==> src/rtl/ahb_apb_bridge.sv <==
// AHB slave to APB3 bridge: one APB transfer per selected AHB transfer, wait states
// while the APB side runs, and a two-cycle AHB ERROR on PSLVERR or PREADY timeout.
//
// state  | meaning
// IDLE   | ready, waiting for an accepted AHB address phase
// LATCH  | AHB data phase: capture HWDATA for writes
// SETUP  | APB setup phase (PSEL=1, PENABLE=0)
// ACCESS | APB access phase, waiting for PREADY or timeout
// ERR1   | first ERROR cycle, HREADY low, APB released
// ERR2   | second ERROR cycle, HREADY high, may accept next transfer
module ahb_apb_bridge #(
   parameter int AHB_ADDR_WIDTH = 32,
   parameter int AHB_DATA_WIDTH = 32,
   parameter int APB_ADDR_WIDTH = 16,
   parameter int TIMEOUT_CYCLES = 255
) (
   input  logic                      HCLK,
   input  logic                      HRESETn,
   input  logic                      HSEL,
   input  logic [AHB_ADDR_WIDTH-1:0] HADDR,
   input  logic [1:0]                HTRANS,
   input  logic                      HWRITE,
   input  logic [AHB_DATA_WIDTH-1:0] HWDATA,
   output logic [AHB_DATA_WIDTH-1:0] HRDATA,
   output logic [1:0]                HRESP,
   output logic                      HREADY,
   output logic                      PSEL,
   output logic                      PENABLE,
   output logic [APB_ADDR_WIDTH-1:0] PADDR,
   output logic                      PWRITE,
   output logic [AHB_DATA_WIDTH-1:0] PWDATA,
   input  logic [AHB_DATA_WIDTH-1:0] PRDATA,
   input  logic                      PREADY,
   input  logic                      PSLVERR
);

   localparam int CNT_RAW = $clog2(TIMEOUT_CYCLES + 1);
   localparam int CNT_W   = (CNT_RAW > 8) ? CNT_RAW : 8;
   localparam logic [CNT_W-1:0] CNT_LAST = CNT_W'(TIMEOUT_CYCLES - 1);

   typedef enum logic [2:0] {
      ST_IDLE, ST_LATCH, ST_SETUP, ST_ACCESS, ST_ERR1, ST_ERR2
   } state_t;

   state_t           state, state_nxt;
   logic [CNT_W-1:0] cnt;
   logic             accept;
   logic             psel_d, penable_d, hready_d, herr_d;

   // Upper address bits and the SEQ/NONSEQ distinction are intentionally ignored.
   logic unused_bits;
   assign unused_bits = ^{HADDR[AHB_ADDR_WIDTH-1:APB_ADDR_WIDTH], HTRANS[0]};

   assign accept = ((state == ST_IDLE) || (state == ST_ERR2)) && HSEL && HTRANS[1];

   always_ff @(posedge HCLK or negedge HRESETn) begin
      if (!HRESETn) state <= ST_IDLE;
      else          state <= state_nxt;
   end

   always_comb begin
      state_nxt = state;
      case (state)
         ST_IDLE:   if (accept) state_nxt = ST_LATCH;
         ST_LATCH:  state_nxt = ST_SETUP;
         ST_SETUP:  state_nxt = ST_ACCESS;
         ST_ACCESS: begin
            if (PREADY)               state_nxt = PSLVERR ? ST_ERR1 : ST_IDLE;
            else if (cnt == CNT_LAST) state_nxt = ST_ERR1;
         end
         ST_ERR1:   state_nxt = ST_ERR2;
         ST_ERR2:   state_nxt = accept ? ST_LATCH : ST_IDLE;
         default:   state_nxt = ST_IDLE;
      endcase
   end

   always_comb begin
      psel_d    = (state_nxt == ST_SETUP) || (state_nxt == ST_ACCESS);
      penable_d = (state_nxt == ST_ACCESS);
      hready_d  = (state_nxt == ST_IDLE) || (state_nxt == ST_ERR2);
      herr_d    = (state_nxt == ST_ERR1) || (state_nxt == ST_ERR2);
   end

   always_ff @(posedge HCLK or negedge HRESETn) begin
      if (!HRESETn) begin
         PSEL    <= 1'b0;
         PENABLE <= 1'b0;
         HREADY  <= 1'b1;
         HRESP   <= 2'b00;
      end else begin
         PSEL    <= psel_d;
         PENABLE <= penable_d;
         HREADY  <= hready_d;
         HRESP   <= {1'b0, herr_d};
      end
   end

   always_ff @(posedge HCLK or negedge HRESETn) begin
      if (!HRESETn) begin
         PADDR  <= '0;
         PWRITE <= 1'b0;
         PWDATA <= '0;
         HRDATA <= '0;
         cnt    <= '0;
      end else begin
         if (accept) begin
            PADDR  <= HADDR[APB_ADDR_WIDTH-1:0];
            PWRITE <= HWRITE;
         end
         if ((state == ST_LATCH) && PWRITE) PWDATA <= HWDATA;
         if ((state == ST_ACCESS) && PREADY && !PSLVERR && !PWRITE) HRDATA <= PRDATA;
         if (state_nxt == ST_SETUP)                cnt <= '0;
         else if ((state == ST_ACCESS) && !PREADY) cnt <= cnt + 1'b1;
      end
   end

endmodule

==> config.mk <==
export PLATFORM = sky130hd
export DESIGN_NAME = ahb_apb_bridge
export DESIGN_NICKNAME = d
export VERILOG_FILES = /design/src/rtl/ahb_apb_bridge.sv
export SDC_FILE = /design/constraint.sdc
export NUM_CORES = 1
export LEC_CHECK = 0
export CORE_MARGIN = 2
export CORE_UTILIZATION = 30
export DETAILED_ROUTE_END_ITERATION = 7
export SETUP_SLACK_MARGIN = 0.3
export SYNTH_ARGS = -nofsm -noshare
export SYNTH_HDL_FRONTEND = slang
export SYNTH_SLANG_ARGS = --single-unit
==> constraint.sdc <==
create_clock -name HCLK -period 4.9 [get_ports HCLK]
set_input_delay 0.735 -clock HCLK [delete_from_list [all_inputs] [get_ports HCLK]]
set_output_delay 0.735 -clock HCLK [all_outputs]
set_load 0.02 [all_outputs]
; ---- Word level (Yosys, flattened, before mapping)
; Index checks and enable logic that the tools add are counted.
[word_totals]
word_cells = 46
register_bits = 96
input_bits = 104
[classes]
n_reduce_logical = 17
mux = 8
n_eq_ne = 10
addsub = 1
[ops]
columns = cell, count
row1 = $pmux W3 S6, 1
row2 = $mux W8, 2
row3 = $eq A3 B2 Y1 const B, 4
row4 = $eq A3 B3 Y1 const B, 4
row5 = $mux W3, 4
row6 = $add A8 B1 Y8 const B, 1
row7 = $eq A8 B8 Y1 const B, 1
row8 = $logic_and A1 B1 Y1, 7
row9 = $logic_not A3 Y1, 2
row10 = $logic_or A1 B1 Y1, 4
row11 = $eq A3 B1 Y1 const B, 1
row12 = $logic_not A1 Y1, 3
row13 = $reduce_bool A2 Y1, 1
row14 = $mux W1, 1

; ---- Longest topological paths before layout
; Gate-level depths: netlist (run 1).
[logic_depth]
depth_word = 8
mapped_depth = 6

; ---- Worst setup path after synthesis (run 1)
; No wires, ideal clock.
[synth_path]
kind = input-to-reg
from = in HTRANS[1]
to = reg PADDR[10]
path_slack_ns = 3.126
cell_stages = 4
arrival_time_ns = 1.649
n_path_buf = 1
setup_time_ns = 0.125
cell_sequence = nand2_1 nor3_4 buf_12 mux2_4
[synth_between]
elab_chain_len = 1
[synth_rtl]
columns = element, line_no
row1 = start: declaration, 21  ; input logic [1:0] HTRANS,
row2 = $logic_and A1 B1 Y1, 54  ; assign accept = ((state == ST_IDLE) || (state == ST_ERR2)) && HSEL && HTRANS[1];
row3 = end signal: assignment, 107  ; PADDR <= HADDR[APB_ADDR_WIDTH-1:0];
row4 = end: declaration, 29  ; output logic [APB_ADDR_WIDTH-1:0] PADDR,
; No other way between the ends.
; A chain may end at the register's enable or synchronous reset.

; ---- Worst setup path after layout (run 1)
[layout_path]
from = in HTRANS[1]
to = reg PADDR[4]
; The elaborated chain is that of the path after synthesis.

==> results of run 1 <==
==> sequential cells by signal, indices dropped and copies added (netlist names) <==
register  cells
HRDATA       32
HREADY        1
HRESP         1
PADDR        16
PENABLE       1
PSEL          1
PWDATA       32
PWRITE        1
cnt           8
state         3
==> power breakdown <==
part	internal [W]	switching (W)	leakage (nW)
registers	0.00116	0.000211	1.17
logic	0.00103	0.000842	1.26
clock network	0.000460	0.000294	0.152
total	0.00266	0.00135	2.59
==> worst max-delay path: stages <==
cell and delay, ns:
clkdlybuf4s50_1 0.45, nand2_1 0.13, nor3_4 0.86, mux2_2 0.42
==> layout by cell type (no fill, tap or decap), types with 2 or more instances in the layout <==
| cell type | count |
|---|---|
| clkdlybuf4s50_1 | 170 |
| dfrtp_1 | 95 |
| mux2_1 | 35 |
| mux2_4 | 30 |
| mux2_2 | 16 |
| nor2_1 | 13 |
| clkbuf_16 | 9 |
| xor2_1 | 7 |
| nand2_1 | 5 |
| o21ai_0 | 4 |
| nand4_1 | 3 |
| nand3_1 | 3 |
| buf_4 | 3 |
| inv_1 | 2 |
| a31oi_1 | 2 |
| a21oi_1 | 2 |
| and2_1 | 2 |
| ha_1 | 2 |
| bufinv_16 | 2 |
| clkinvlp_4 | 2 |
==> cells by family after synthesis <==
family,Yosys count
buffers and inverters,16
muxes,82
and+or+nand+nor,33
DFF,96
xor gates and xnor gates,8
adders and majority gates,2
other,1
AOI/OAI and AO/OA,11
==> layer usage <==
metal | GRT usage | vias to the layer above
met4 | 0.0474 | 0
li1 | - | 1199
met1 | 0.157 | 1271
met2 | 0.212 | 104
met5 | 0 | -
met3 | 0.0594 | 10
==> per-stage QoR <==
step / total power [W] / utilization / worst slack (ns)
6_report: 0.00400 / 0.478 / 2.52
3_5_place_dp: 0.00328 / 0.453 / 2.12
3_3_place_gp: 0.00325 / 0.453 / 2.13
4_1_cts: 0.00406 / 0.478 / 2.50
5_1_grt: 0.00422 / 0.478 / 2.40
2_1_floorplan: 0.00240 / - / 3.13
==> worst max path at each step <==
stage | startpoint | endpoint | slack (ns) | cells after the start
2_1_floorplan | HTRANS[1] | PADDR[10]$_DFFE_PN0P_ | 3.13 | 4
3_3_place_gp | HTRANS[1] | PADDR[1]$_DFFE_PN0P_ | 2.13 | 4
3_5_place_dp | HTRANS[1] | PADDR[15]$_DFFE_PN0P_ | 2.12 | 4
4_1_cts | HTRANS[1] | PADDR[15]$_DFFE_PN0P_ | 2.50 | 4
5_1_grt | HSEL | PADDR[2]$_DFFE_PN0P_ | 2.40 | 4
6_report | HTRANS[1] | PADDR[4]$_DFFE_PN0P_ | 2.52 | 4
==> final cells by class <==
type                       count  area share
inverter                       2     0.00124
multi-input combinational    137       0.229
timing repair buffer         173       0.285
clock buffer                  11      0.0401
sequential                    96       0.397
tap                          172      0.0355
clock inverter                 5      0.0132
==> results.json, run 1 <==
{
  "status": "finished, final reports clean",
  "cap_violations": 0,
  "clockRootBuffer": "clkbuf_16",
  "finalCritPeriodShare": 0.487,
  "hold_ws_ns": 0.414,
  "fin_crit_ns": 2.38,
  "syn_area_mm2": 0.00392,
  "hp-class": "input pin to async pin",
  "ios": 190,
  "nets": 525,
  "postCtsResizedCells": 0,
  "drive_above_1_share": 0.165,
  "r2r_end": "PWDATA[31]$_DFFE_PN0P_",
  "synthXorXnorAreaFrac": 0.0179,
  "design_area_mm2": 0.00606,
  "avgSynthCellArea_um2": 15.7,
  "hold_viol": 0,
  "htree_levels": 3,
  "place_hpwl_mm": 6.31,
  "synth.area.mux_share": 0.264,
  "finalSetupViolCount": 0,
  "rsz0062_at_grt": "false",
  "cp-end-kind": "flop",
  "dr_wl_met2_mm": 4.21,
  "cts_buffer_depth": 2,
  "area_delta_synth_final_pct": 54.5,
  "power_leakage_nw": 2.59,
  "cts-hold-fix-buffers": 0,
  "dr.pass1.iters": 4,
  "m1WireLength_mm": 3.79,
  "antenna_found_initial": 0,
  "critPathLaunchType": "input pin",
  "synth_top_family_by_area": "multiplexers",
  "post-synth-top-count-cell": "dfrtp_1",
  "routedWlPerCell_um": 14.9,
  "met3_length_um": 783,
  "synth_seq_area_share": 0.613,
  "grt_pass1_wl_mm": 14.5,
  "peakVddDrop_v": 0.000289,
  "clk_pin_slew_ns": 0.06,
  "synthFlopType": "dfrtp_1",
  "die_y_um": 118,
  "fp-row-count": 41,
  "multi_input_area_mm2": 0.00139,
  "grt_use_total": 0.133,
  "slew_viol_final": 0,
  "place_congestion": 0.726,
  "ys_ff_latch": 96,
  "synth_fa_ha_area_frac": 0.00638,
  "worstPathRequired_ns": 5.12,
  "first_global_vias": 2719,
  "post-cts-setup-buffers": 0,
  "grt_max_degree": 50,
  "reg2reg_depth": 3,
  "reg2reg_slack_ns": 2.80,
  "worst_ep_arrival_time_ns": 2.61,
  "postRouteAntennaNets": 0,
  "vias": 2584,
  "die_x_um": 118,
  "worstSetupPathType": "input pin to flop",
  "diodes": 0,
  "fmax_mhz": 419,
  "drc": 0,
  "coreArea_mm2": 0.0127,
  "cts_made_buffers": 9,
  "cts.sinks": 96,
  "cts_tree": "done",
  "synth_top_area_cell": "dfrtp_1",
  "regArea_mm2": 0.00240,
  "synth_warnings": 0,
  "wirelength_mm": 8.91,
  "grt-ovfl-total": 0,
  "drtIter0Drc": 145,
  "start_util": 0.309,
  "netlist-cell-type-count": 33,
  "n_fill_cell": 1149,
  "synth_top_cell_area_share": 0.606,
  "placed_cells": 580,
  "clkLatencyLatePin_ns": 0.34,
  "skew_ns": 0.00507,
  "dieArea_mm2": 0.0140,
  "top_layer_used": "met4",
  "synth_edf_count": 0,
  "setup_tns_ns": 0,
  "slew_headroom": 0.304,
  "synth-simple-area-share": 0.0469,
  "timing.rr.start": "state[1]$_DFF_PN0_",
  "powerDensity_mw_per_mm2": 661,
  "vias_per_cell": 4.34,
  "place.port_buffers": 171,
  "syn_inst": 249,
  "synth_compound_area_frac": 0.0169,
  "async_flop_share": 1.00,
  "fin_cells": 596,
  "place_area_mm2": 0.00574,
  "synth_area_leaders": "dfrtp_1 (61%), mux2_4 (11%), mux2_1 (10%)",
  "synth_common_cells": "dfrtp_1 (95), mux2_1 (35), mux2_4 (30)",
  "cp_max_fo": 17,
  "synthesis.nets": 355,
  "tightest_slew_ns": 1.04
}
Power figures use the tool's default switching activity.
==> run 2, diff against run 1 <==
==> constraint.sdc (replaced) <==
create_clock -name HCLK -period 2.3 [get_ports HCLK]
set_input_delay 0.345 -clock HCLK [delete_from_list [all_inputs] [get_ports HCLK]]
set_output_delay 0.345 -clock HCLK [all_outputs]
set_load 0.02 [all_outputs]
==> run 2 against run 1 <==
  * First-iteration DRC count decreased by 35%
  * Sequential cell count did not move
  * Sequential share of layout area is 0.057 points lower
  * Critical endpoint is now HREADY
  * Utilization increased by 0.069 points
  * Hold slack better by 0.074 ns
  * Global-route usage is 0.32 points higher
==> results.json, run 2 (synthesis results as in run 1) <==
{
  "first_global_vias": 2802,
  "place_hpwl_mm": 6.54,
  "finalSetupViolCount": 0,
  "postCtsResizedCells": 0,
  "grt_max_degree": 41,
  "skew_ns": 0.00632,
  "ios": 190,
  "worstPathRequired_ns": 1.96,
  "critPathTopFamily": "buffers and inverters",
  "vias": 2615,
  "cts_buffer_depth": 2,
  "grt_pass1_wl_mm": 14.9,
  "utilization": 0.479,
  "place.port_buffers": 171,
  "cts_tree": "done",
  "grt_use_total": 0.136,
  "postRouteAntennaNets": 0,
  "m1WireLength_mm": 3.99,
  "hold_depth": 1,
  "worst_ep_arrival_time_ns": 1.47,
  "final_cell_mix": "clkdlybuf4s50_1 (170), dfrtp_1 (95), mux2_1 (35)",
  "routedWlPerCell_um": 15.1,
  "coreArea_mm2": 0.0127,
  "fp-row-count": 41,
  "reg2reg_depth": 5,
  "r2r_end": "HRDATA[31]$_DFFE_PN0P_",
  "cts.sinks": 96,
  "diodes": 0,
  "met3_length_um": 636,
  "worstSetupPathType": "flop to output pin",
  "peakVddDrop_v": 0.000503,
  "power_leakage_nw": 2.59,
  "crit_start": "HREADY$_DFF_PN1_",
  "fin_cells": 600,
  "clkLatencyLatePin_ns": 0.33,
  "die_x_um": 118,
  "final_common_cell": "clkdlybuf4s50_1",
  "dieArea_mm2": 0.0140,
  "die_y_um": 118,
  "top_layer_used": "met4",
  "drtIter0Drc": 94,
  "path_cells": "clkdlybuf4s50_1",
  "slew_headroom": 0.644,
  "fmax_mhz": 552,
  "cp_slowest_cell": "clkdlybuf4s50_1",
  "reg2reg_slack_ns": 0.62,
  "tightest_slew_ns": 0.534,
  "powerDensity_mw_per_mm2": 1370,
  "hold_viol": 0,
  "timing.rr.start": "state[2]$_DFF_PN0_",
  "clk_pin_slew_ns": 0.06,
  "status": "finished, final reports clean",
  "htree_levels": 3,
  "dr_wl_met2_mm": 4.20,
  "critPathLaunchType": "flop",
  "rsz0062_at_grt": "false",
  "critPathBufInv": 1,
  "hp-class": "flop to flop",
  "post-cts-setup-buffers": 0,
  "placed_cells": 583,
  "area_delta_synth_final_pct": 54.7,
  "dr.pass1.iters": 4,
  "n_fill_cell": 1162,
  "whs_endpoint": "PWDATA[12]$_DFFE_PN0P_",
  "vias_per_cell": 4.36,
  "setup_tns_ns": 0,
  "drive_above_1_share": 0.159,
  "finalCritPeriodShare": 0.788,
  "cap_violations": 0,
  "cp_max_fo": 1,
  "slew_viol_final": 0,
  "nets": 529,
  "wirelength_mm": 9.03,
  "place_congestion": 0.729,
  "antenna_found_initial": 0,
  "cp-end-kind": "output pin",
  "grt-ovfl-total": 0,
  "fin_crit_ns": 1.81,
  "start_util": 0.309,
  "clockRootBuffer": "clkbuf_16",
  "drc": 0,
  "hp-start": "PWDATA[12]$_DFFE_PN0P_",
  "cts_made_buffers": 9,
  "top_regs": "HRDATA (32), PWDATA (32), PADDR (16)",
  "crit_path_max_incr_delay_ns": 0.62
}
[run 2: cell types whose count changed in the layout (fill, tap and decap cells not counted)]
cell and change:
buf_12 +3, clkinvlp_4 -2, bufinv_16 -2, clkbuf_1 +5, clkinv_2 -1, dlygate4sd3_1 +1
[run 2: how the worst max path moves through the flow]
stage / depth (start not counted) / end
after floorplan: 5 / PADDR[10]$_DFFE_PN0P_
after CTS: 1 / HREADY
final: 1 / HREADY
after global routing: 1 / HREADY
after global placement: 6 / HRDATA[1]$_DFFE_PN0P_
after detailed placement: 6 / HRDATA[25]$_DFFE_PN0P_
[run 2: final cells by class]
| class | count | area (um^2) | share of cell area |
|---|---|---|---|
| Clock buffer | 16 | 262 | 0.0431 |
| Inverter | 2 | 7.51 | 0.00124 |
| Multi-Input combinational cell | 137 | 1390 | 0.228 |
| Sequential cell | 96 | 2400 | 0.396 |
| Tap cell | 172 | 215 | 0.0355 |
| Timing Repair Buffer | 177 | 1790 | 0.296 |
[run 2: power breakdown]
part | switching, W | total [W] | internal [W]
Clock | 0.000582 | 0.00135 | 0.000766
Sequential | 0.000445 | 0.00293 | 0.00248
Combinational | 0.00180 | 0.00403 | 0.00223
[run 2: worst reg2reg max path, stage by stage (launching register included)]
cell and delay (ns):
dfrtp_1 0.47, nand2b_4 0.19, nor2_1 0.05, nand2_1 0.07, buf_4 0.38, mux2_1 0.40
[run 2: through the flow]
stage / setup slack (ns) / hold WS (ns) / total power, W / area [um^2]
floorplan: 0.739 / 0.0494 / 0.00512 / 3920
global placement: 0.411 / 0.358 / 0.00696 / 5800
detailed placement: 0.372 / 0.362 / 0.00702 / 5800
CTS: 0.453 / 0.493 / 0.00843 / 6070
global route: 0.427 / 0.513 / 0.00879 / 6070
finish: 0.487 / 0.489 / 0.00830 / 6070
[run 2: what timing repair did]
action                                  CTS  global route
endpoints found under the setup margin    0             0
endpoints found under the hold margin    34             0
hold buffers                              1             0
[run 2: routing by layer]
metal | global-route usage | up-vias
met4 | 0.0625 | 0
met3 | 0.0434 | 14
met2 | 0.212 | 99
met5 | 0 | -
li1 | - | 1208
met1 | 0.171 | 1294
==> run 3, diff against run 2 <==
==> constraint.sdc (replaced) <==
create_clock -name HCLK -period 1.6 [get_ports HCLK]
set_input_delay 0.24 -clock HCLK [delete_from_list [all_inputs] [get_ports HCLK]]
set_output_delay 0.24 -clock HCLK [all_outputs]
set_load 0.02 [all_outputs]
==> run 3 against run 2 <==
  * Global-route usage up 1.4 points
  * Power increased by 49%
  * Sequential share of layout area down 2.8 points
  * Critical path type is now flop to flop
==> results.json, run 3 (synthesis results as in run 1) <==
{
  "finalCritPeriodShare": 0.936,
  "peakVddDrop_v": 0.000657,
  "hold_ws_ns": 0.446,
  "vias_per_cell": 4.36,
  "fp-row-count": 41,
  "dr_wl_met2_mm": 5.13,
  "first_global_vias": 3033,
  "met3_length_um": 549,
  "top_layer_used": "met4",
  "clkLatencyLatePin_ns": 0.35,
  "drive_above_1_share": 0.429,
  "vias": 2767,
  "tightest_slew_ns": 0.546,
  "ios": 190,
  "swShare": 0.357,
  "place_congestion": 0.698,
  "status": "finished, final reports clean",
  "grt_use_total": 0.149,
  "drc": 0,
  "clockRootBuffer": "clkbuf_16",
  "area_delta_synth_final_pct": 66.7,
  "grt_max_degree": 40,
  "cp-end-kind": "flop",
  "utilization": 0.516,
  "die_y_um": 118,
  "worst_ep_arrival_time_ns": 1.73,
  "fin_crit_ns": 1.50,
  "finalSetupViolCount": 0,
  "p_clk_frac": 0.169,
  "antenna_found_initial": 0,
  "postRouteAntennaNets": 0,
  "cts_tree": "done",
  "internal-power_w": 0.00794,
  "m1WireLength_mm": 4.38,
  "pwr-share-comb": 0.489,
  "setup_tns_ns": 0,
  "p_seq_frac": 0.342,
  "multi_input_area_mm2": 0.00159,
  "placed_cells": 596,
  "die_x_um": 118,
  "slew_headroom": 0.636,
  "routedWlPerCell_um": 16.0,
  "dieArea_mm2": 0.0140,
  "htree_levels": 3,
  "hp-class": "input pin to async pin",
  "rsz0062_at_grt": "true",
  "crit_path_max_incr_delay_ns": 0.44,
  "fin_cells": 634,
  "drtIter0Drc": 104,
  "grt_pass1_wl_mm": 16.3,
  "cts_buffer_depth": 2,
  "clk_pin_slew_ns": 0.07,
  "switchingPower_w": 0.00441,
  "wirelength_mm": 10.2,
  "slew_viol_final": 0,
  "dr.pass1.iters": 4,
  "path_cells": "nand2b_4 > nor2_4 > nand2_4 > buf_12 > buf_16 > mux2_4",
  "skew_ns": 0.00839,
  "cts_made_buffers": 9,
  "power_leakage_nw": 3.04,
  "place_hpwl_mm": 6.96,
  "final_common_cell": "dfrtp_1",
  "cap_violations": 0,
  "start_util": 0.309,
  "diodes": 0,
  "worstSetupPathType": "flop to flop",
  "critPathLaunchType": "flop",
  "top_regs": "HRDATA (32), PWDATA (32), PADDR (16)",
  "cp_slowest_cell": "dfrtp_2",
  "hold_viol": 0,
  "place.port_buffers": 171,
  "regArea_mm2": 0.00241,
  "nets": 563,
  "fmax_mhz": 668,
  "cts.sinks": 96,
  "worstPathRequired_ns": 1.83,
  "grt-ovfl-total": 0,
  "coreArea_mm2": 0.0127,
  "final_cell_mix": "dfrtp_1 (92), clkdlybuf4s50_1 (85), mux2_4 (61)",
  "powerDensity_mw_per_mm2": 1890,
  "cp_max_fo": 8,
  "n_fill_cell": 1130
}
[run 3: cell count changes in the layout (fill, tap and decap cells not counted), moves of 17 or more]
cell,change
clkbuf_2,+37
clkdlybuf4s15_1,+43
mux2_1,-30
clkdlybuf4s50_1,-85
mux2_4,+31
buf_4,+17
[run 3: worst paths after layout]
check | start | end | slack (ns) | depth (start not counted)
max | state[2]$_DFF_PN0_ | HRDATA[20]$_DFFE_PN0P_ | 0.10 | 6
min | HRESETn | PADDR[3]$_DFFE_PN0P_ | 0.45 | 2
max reg2reg | state[2]$_DFF_PN0_ | HRDATA[20]$_DFFE_PN0P_ | 0.10 | 6
min reg2reg | PWDATA[12]$_DFFE_PN0P_ | PWDATA[12]$_DFFE_PN0P_ | 0.49 | 1
max in group asynchronous | HRESETn | PWDATA[21]$_DFFE_PN0P_ | 0.61 | 3
min in group HCLK | PWDATA[12]$_DFFE_PN0P_ | PWDATA[12]$_DFFE_PN0P_ | 0.49 | 1
[run 3: worst max-delay path: cells and delay by family (launching register included)]
family	cells	cell delay, ns
buffers and inverters	2	0.28
DFF	1	0.44
muxes	1	0.30
and+or+nand+nor	3	0.36
[run 3: metal layers]
| metal | vias to the layer above | global-route usage |
|---|---|---|
| li1 | 1285 | - |
| met2 | 90 | 0.249 |
| met3 | 11 | 0.0483 |
| met5 | - | 0 |
| met1 | 1381 | 0.185 |
| met4 | 0 | 0.0429 |
[run 3: area by class of cell]
cell class,count,area share
Clock buffer,12,0.0408
Clock inverter,4,0.00421
Inverter,2,0.00115
Multi-Input combinational cell,138,0.243
Sequential cell,96,0.368
Tap cell,172,0.0329
Timing Repair Buffer,210,0.310
[run 3: what timing repair did]
action                                  4_1_cts  5_1_grt
pin swaps                                     5        5
setup buffers                                10        5
hold buffers                                  1        0
endpoints found under the hold margin        33        0
gates resized for setup                     176       76
cloned                                        5        1
endpoints found under the setup margin      181      155
[run 3: metrics by stage]
stage	worst slack [ns]	cell area (um^2)	power, W
after detailed placement	-0.140	6040	0.0106
after global routing	0.0414	6540	0.0131
after CTS	0.0906	6600	0.0126
after global placement	-0.114	6040	0.0105
after floorplan	0.0388	4080	0.00774
final	0.103	6540	0.0124
[run 3: power groups by stage]
stage / sequential (W) / clock (W) / combinational [W]
2_1_floorplan: 0.00549 / 0 / 0.00225
3_3_place_gp: 0.00421 / 0 / 0.00632
3_5_place_dp: 0.00425 / 0 / 0.00636
4_1_cts: 0.00422 / 0.00217 / 0.00617
5_1_grt: 0.00438 / 0.00227 / 0.00640
6_report: 0.00423 / 0.00209 / 0.00604
